<file path="src/rtl/hilo_pkg.sv">
// Shared constants for the HI/LO multiply/divide unit.
// Funct codes, FSM state encoding and default operand width.
package hilo_pkg;

    localparam int DEF_WIDTH = 32;

    localparam logic [5:0] FUNCT_MULTU = 6'b011001;
    localparam logic [5:0] FUNCT_DIVU  = 6'b011011;
    localparam logic [5:0] FUNCT_MFHI  = 6'b010000;
    localparam logic [5:0] FUNCT_MFLO  = 6'b010010;

    typedef enum logic {
        IDLE,
        RUN
    } state_t;

endpackage

</file>
<file path="src/rtl/hilo_iter_step.sv">
// One combinational iteration: op=0 shift-add multiply, op=1 restoring divide.
// Ports: op, hi_in/lo_in (working regs), b (operand), hi_out/lo_out.
// DIVU_EN: when undefined the divide path is not built and op is ignored.
module hilo_iter_step
    import hilo_pkg::*;
#(
    parameter int WIDTH = DEF_WIDTH
) (
    input  logic             op,
    input  logic [WIDTH:0]   hi_in,
    input  logic [WIDTH-1:0] lo_in,
    input  logic [WIDTH-1:0] b,
    output logic [WIDTH:0]   hi_out,
    output logic [WIDTH-1:0] lo_out
);

    logic [WIDTH:0] sum;
    logic           unused_ok;

`ifdef DIVU_EN
    logic [WIDTH:0]   shf;
    logic [WIDTH+1:0] diff;
    assign unused_ok = hi_in[WIDTH];
`else
    assign unused_ok = ^{op, hi_in[WIDTH]};
`endif

    always_comb begin
        // Multiply: add multiplicand on LSB of multiplier, shift pair right.
        sum    = {1'b0, hi_in[WIDTH-1:0]}
               + {1'b0, (lo_in[0] ? b : {WIDTH{1'b0}})};
        hi_out = {1'b0, sum[WIDTH:1]};
        lo_out = {sum[0], lo_in[WIDTH-1:1]};
`ifdef DIVU_EN
        // Divide: shift next dividend bit in, keep difference if no borrow.
        shf  = {hi_in[WIDTH-1:0], lo_in[WIDTH-1]};
        diff = {1'b0, shf} - {2'b00, b};
        if (op) begin
            if (!diff[WIDTH+1]) begin
                hi_out = diff[WIDTH:0];
                lo_out = {lo_in[WIDTH-2:0], 1'b1};
            end else begin
                hi_out = shf;
                lo_out = {lo_in[WIDTH-2:0], 1'b0};
            end
        end
`endif
    end

endmodule

</file>
<file path="src/rtl/hilo_mult_unit.sv">
// Sequential MULTU/DIVU unit owning the HI/LO pair, one bit per cycle.
// Ports: clk, reset_n, start, Signal, dataA, dataB -> busy, done, HiOut, LoOut.
// DIVU_EN: when defined, DIVU is a legal funct; otherwise only MULTU.
module hilo_mult_unit
    import hilo_pkg::*;
#(
    parameter int WIDTH = DEF_WIDTH,
    parameter int CNT_W = 6
) (
    input  logic             clk,
    input  logic             reset_n,
    input  logic             start,
    input  logic [5:0]       Signal,
    input  logic [WIDTH-1:0] dataA,
    input  logic [WIDTH-1:0] dataB,
    output logic             busy,
    output logic             done,
    output logic [WIDTH-1:0] HiOut,
    output logic [WIDTH-1:0] LoOut
);

    state_t           state, state_nx;
    logic [CNT_W-1:0] cnt;
    logic             op_q;
    logic [WIDTH-1:0] b_q;
    logic [WIDTH:0]   acc_hi, step_hi;
    logic [WIDTH-1:0] acc_lo, step_lo;
    logic [WIDTH-1:0] hi_q, lo_q;
    logic             done_q;
    logic             is_mult, is_div, accept, last;

    always_comb begin
        is_mult = (Signal == FUNCT_MULTU);
`ifdef DIVU_EN
        is_div  = (Signal == FUNCT_DIVU);
`else
        is_div  = 1'b0;
`endif
        accept  = start && (is_mult || is_div) && (state == IDLE);
        last    = (cnt == CNT_W'(WIDTH - 1));
    end

    hilo_iter_step #(.WIDTH(WIDTH)) u_step (
        .op     (op_q),
        .hi_in  (acc_hi),
        .lo_in  (acc_lo),
        .b      (b_q),
        .hi_out (step_hi),
        .lo_out (step_lo)
    );

    always_ff @(posedge clk or negedge reset_n) begin
        if (!reset_n) state <= IDLE;
        else          state <= state_nx;
    end

    always_comb begin
        state_nx = state;
        unique case (state)
            IDLE: if (accept) state_nx = RUN;
            RUN:  if (last)   state_nx = IDLE;
            default: state_nx = IDLE;
        endcase
    end

    always_ff @(posedge clk or negedge reset_n) begin
        if (!reset_n) begin
            cnt    <= '0;
            op_q   <= 1'b0;
            b_q    <= '0;
            acc_hi <= '0;
            acc_lo <= '0;
            hi_q   <= '0;
            lo_q   <= '0;
            done_q <= 1'b0;
        end else begin
            done_q <= 1'b0;
            if (accept) begin
                op_q   <= is_div;
                cnt    <= '0;
                acc_hi <= '0;
                // Divide shifts the dividend out of LO; multiply the multiplier.
                if (is_div) begin
                    acc_lo <= dataA;
                    b_q    <= dataB;
                end else begin
                    acc_lo <= dataB;
                    b_q    <= dataA;
                end
            end else if (state == RUN) begin
                acc_hi <= step_hi;
                acc_lo <= step_lo;
                cnt    <= cnt + CNT_W'(1);
                if (last) begin
                    hi_q   <= step_hi[WIDTH-1:0];
                    lo_q   <= step_lo;
                    done_q <= 1'b1;
                end
            end
        end
    end

    assign busy  = (state == RUN);
    assign done  = done_q;
    assign HiOut = hi_q;
    assign LoOut = lo_q;

endmodule

</file>
<file path="config.mk">
export PLATFORM = sky130hd
export DESIGN_NAME = hilo_mult_unit
export DESIGN_NICKNAME = d
export VERILOG_FILES = /design/src/rtl/hilo_pkg.sv /design/src/rtl/hilo_iter_step.sv /design/src/rtl/hilo_mult_unit.sv
export SDC_FILE = /design/constraint.sdc
export NUM_CORES = 1
export LEC_CHECK = 0
export ABC_CLOCK_PERIOD_IN_PS = 7640
export BUFFER_PORTS_ARGS = -buffer_cell sky130_fd_sc_hd__buf_2
export CAP_MARGIN = 20
export CORE_ASPECT_RATIO = 1.2
export CORE_MARGIN = 4
export CORE_UTILIZATION = 40
export CTS_CLUSTER_DIAMETER = 60
export DETAILED_ROUTE_END_ITERATION = 8
export PLACE_DENSITY = 0.65
export SETUP_SLACK_MARGIN = 0.05
export SKIP_LAST_GASP = 1
export SYNTH_ARGS = -nofsm -noshare
export SYNTH_HDL_FRONTEND = slang
export SYNTH_SLANG_ARGS = --single-unit
export TNS_END_PERCENT = 50
</file>
<file path="constraint.sdc">
create_clock -name clk -period 7.64 [get_ports clk]
set_input_delay 1.528 -clock clk [delete_from_list [all_inputs] [get_ports clk]]
set_output_delay 1.528 -clock clk [all_outputs]
set_load 0.005 [all_outputs]
</file>
==> flow_summary.ini <==
[synthesis]
ys_async_sr_fraction = 1.00
ys_types = 64
yosys_warnings = 0
ys_seq_elements = 168
synthCells = 903
netlist_area_um2 = 8660
syn_avg_cell_area_um2 = 9.60
ys.flop_type = dfrtp_1
ys_seq_area_frac = 0.485
synth-edff-count = 0
synthesis.nets = 1010

[clocking]
cts_tree = built
cts_resized = 0
htree_levels = 4
clock_sinks = 168
cts_buffer_depth = 2
holdBufCountCts = 0
clockRootBuffer = clkbuf_16
cts_made_buffers = 17
cts_setup_buffers = 0
worstSkewPairLatency_ps = 430
clk_pin_slew_ps = 60

[detailed_routing]
drcViolationCount = 0
vias = 6798
wire_per_inst_um = 16.4
via_per_inst = 5.25
first_pass_iters = 4
antenna_left = 0
drt_iter0_drc = 411
wirelength_mm = 21.2

[timing]
rsz0062_at_grt = false
tns_ps = 0
min_period_ps = 3660
hold_viol = 0
finalClockSkew_ps = 7.47
max_clock_freq_mhz = 273
slew_headroom = 0.347
maxSlewViolCount = 0
post-route-period-util = 0.480
worstMarginPinSlew_ps = 978
setup_viol = 0

[worst_hold_path]
hp-class = flop to flop
worst_hold_startpoint = LoOut[2]

[pwr]
pwr-share-comb = 0.169
netSwitchingFraction = 0.299
sequentialPowerShare = 0.467
p_int_mw = 1.75
leakage_nw = 5.23
pwr-share-clk = 0.363
p_sw_mw = 0.746
vdd_ir_drop_max_v = 0.000160
power_density_nw_per_um2 = 246

[final_layout]
n_antenna_cell = 0
drive_gt1_frac = 0.214
syn_to_final_growth_pct = 16.8
fillers = 2025
stdcell_count = 1294
final_cell_mix = nand2_1 (242), dfrtp_1 (167), buf_2 (137), o21ai_0 (75)
layout_commonest_cell = nand2_1
nets = 1118

[worst_setup_path]
crit_fanout = 33
crit_arrival_ps = 3970
path_cells = and2_1 -> ha_1 -> fa_1 -> a21o_1 -> a221o_1 -> a221o_1 -> a22oi_2 -> o221ai_2 -> xor2_1 -> mux2_2
crit_path_start = acc_lo[0]
max_stage_delay_ps = 730
cp-start-kind = flop
criticalPathCategory = flop to flop
endpoint_kind = flop
cp_slowest_cell = dfrtp_1
path_common_cell = a221o_1
r2r-start = acc_lo[0]
reg2reg_slack_ps = 3980
required_ps = 7950

[place]
io_buffers = 138
place.gp.congestion = 0.901
dp.cells = 1262
post-dp-hpwl_mm = 14.5

[grt]
grt_pass1_wl_mm = 35.8
grt_max_degree = 94
grt_pass1_vias = 7120
track_usage = 0.183
grt_overflow = 0
antenna_found_initial = 3

[die]
core_area_um2 = 21100
start_util = 0.410
ios = 139
fp-row-count = 58
die_y_um = 169
die_area_um2 = 24100
die_w_um = 142

[run]
cap_violations = 0

[run_status]
status = finished, final reports clean
## logic make-up (layout without fill, tap and decap cells)
kind of cell | Yosys count | in the layout | synth area share
muxes | 74 | 74 | 0.0913
AOI/OAI and AO/OA | 182 | 182 | 0.134
and+or+nand+nor | 355 | 355 | 0.180
adders and majority gates | 34 | 34 | 0.0500
xor gates and xnor gates | 27 | 27 | 0.0273
buffers and inverters | 63 | 184 | 0.0326
DFF | 168 | 168 | 0.485
## power by group through the flow
| stage | sequential, mW | clock [mW] | combinational [mW] |
|---|---|---|---|
| 6_report | 1.17 | 0.906 | 0.423 |
| 5_1_grt | 1.19 | 0.973 | 0.486 |
| 2_1_floorplan | 1.14 | 0 | 0.292 |
| 4_1_cts | 1.17 | 0.927 | 0.431 |
| 3_5_place_dp | 1.18 | 0 | 0.430 |
| 3_3_place_gp | 1.18 | 0 | 0.417 |
## final cells by class
| type | count | area, µm² | share of cell area |
|---|---|---|---|
| clock buffers | 17 | 425 | 0.0420 |
| clock inverters | 15 | 188 | 0.0185 |
| inverters | 9 | 33.8 | 0.00334 |
| multi-input cells | 672 | 4190 | 0.414 |
| flip-flops and latches | 168 | 4210 | 0.416 |
| well taps | 270 | 338 | 0.0334 |
| repair buffers | 143 | 734 | 0.0726 |
## through the flow
| stage | cell area, µm² | total power [mW] | hold WS, ps | setup slack [ps] | utilization |
|---|---|---|---|---|---|
| CTS | 10100 | 2.53 | 475 | 3970 | 0.479 |
| global route | 10100 | 2.65 | 489 | 3760 | 0.479 |
| finish | 10100 | 2.49 | 469 | 3980 | 0.479 |
| detailed placement | 9510 | 1.61 | 456 | 3740 | 0.450 |
| global placement | 9510 | 1.60 | 455 | 3780 | 0.450 |
| floorplan | 8660 | 1.43 | 450 | 4370 | - |
## worst paths after layout
kind / to / cells past startpoint
worst max-delay path: HiOut[27] / 10
worst min-delay path: LoOut[2] / 2
worst max register to register: HiOut[27] / 10
worst min register to register: LoOut[2] / 2
max in group asynchronous: HiOut[10] / 2
min in group asynchronous: LoOut[10] / 1
## worst max-delay path, delay by kind of cell (launching register included)
| kind | cells | cell delay [ps] |
|---|---|---|
| adders and majority gates | 2 | 620 |
| xor gates and xnor gates | 1 | 170 |
| and+or+nand+nor | 1 | 310 |
| DFF | 1 | 730 |
| AOI/OAI and AO/OA | 5 | 1450 |
| muxes | 1 | 270 |
## Yosys cell counts (all sizes together) (2+ instances only)
| master | number | area, µm² |
|---|---|---|
| nand3 | 17 | 85.1 |
| a22o | 4 | 35.0 |
| mux2 | 40 | 450 |
| clkbuf | 37 | 139 |
| nor2 | 20 | 75.1 |
| o21a | 3 | 22.5 |
| o221ai | 4 | 41.3 |
| nor3 | 3 | 15.0 |
| o31a | 2 | 17.5 |
| o21ai | 80 | 400 |
| a21o | 14 | 106 |
| or3 | 4 | 25.0 |
| a32o | 2 | 21.3 |
| mux2i | 34 | 340 |
| inv | 9 | 33.8 |
| a221oi | 3 | 32.5 |
| and2 | 36 | 225 |
| dfrtp | 168 | 4200 |
| ha | 33 | 413 |
| a31oi | 4 | 25.0 |
| a31o | 3 | 26.3 |
| a221o | 2 | 20.0 |
| o31ai | 2 | 28.8 |
| and3 | 8 | 50.1 |
| buf | 16 | 98.9 |
| or4 | 2 | 15.0 |
| xor2 | 13 | 114 |
| nand2 | 242 | 908 |
| xnor2 | 14 | 123 |
| a211o | 2 | 17.5 |
| o211ai | 7 | 52.6 |
| a21oi | 36 | 180 |
| a211oi | 4 | 35.0 |
| o2111ai | 2 | 17.5 |
| nand4 | 15 | 93.8 |
## flip-flops by register name (all words and copies together), names as in the netlist
name and cells:
HiOut 32, LoOut 32, acc_hi 32, acc_lo 32
b_q 32, cnt 6, busy 1, done 1
## layer usage
layer,up-vias,GRT usage,share of wire
li1,3336,-,-
met3,30,0.0581,0.063
met2,163,0.311,0.49
met4,6,0.0430,0.016
met1,3263,0.228,0.43
met5,-,0,0.0014
No activity file was read; power rests on OpenSTA's default activity.
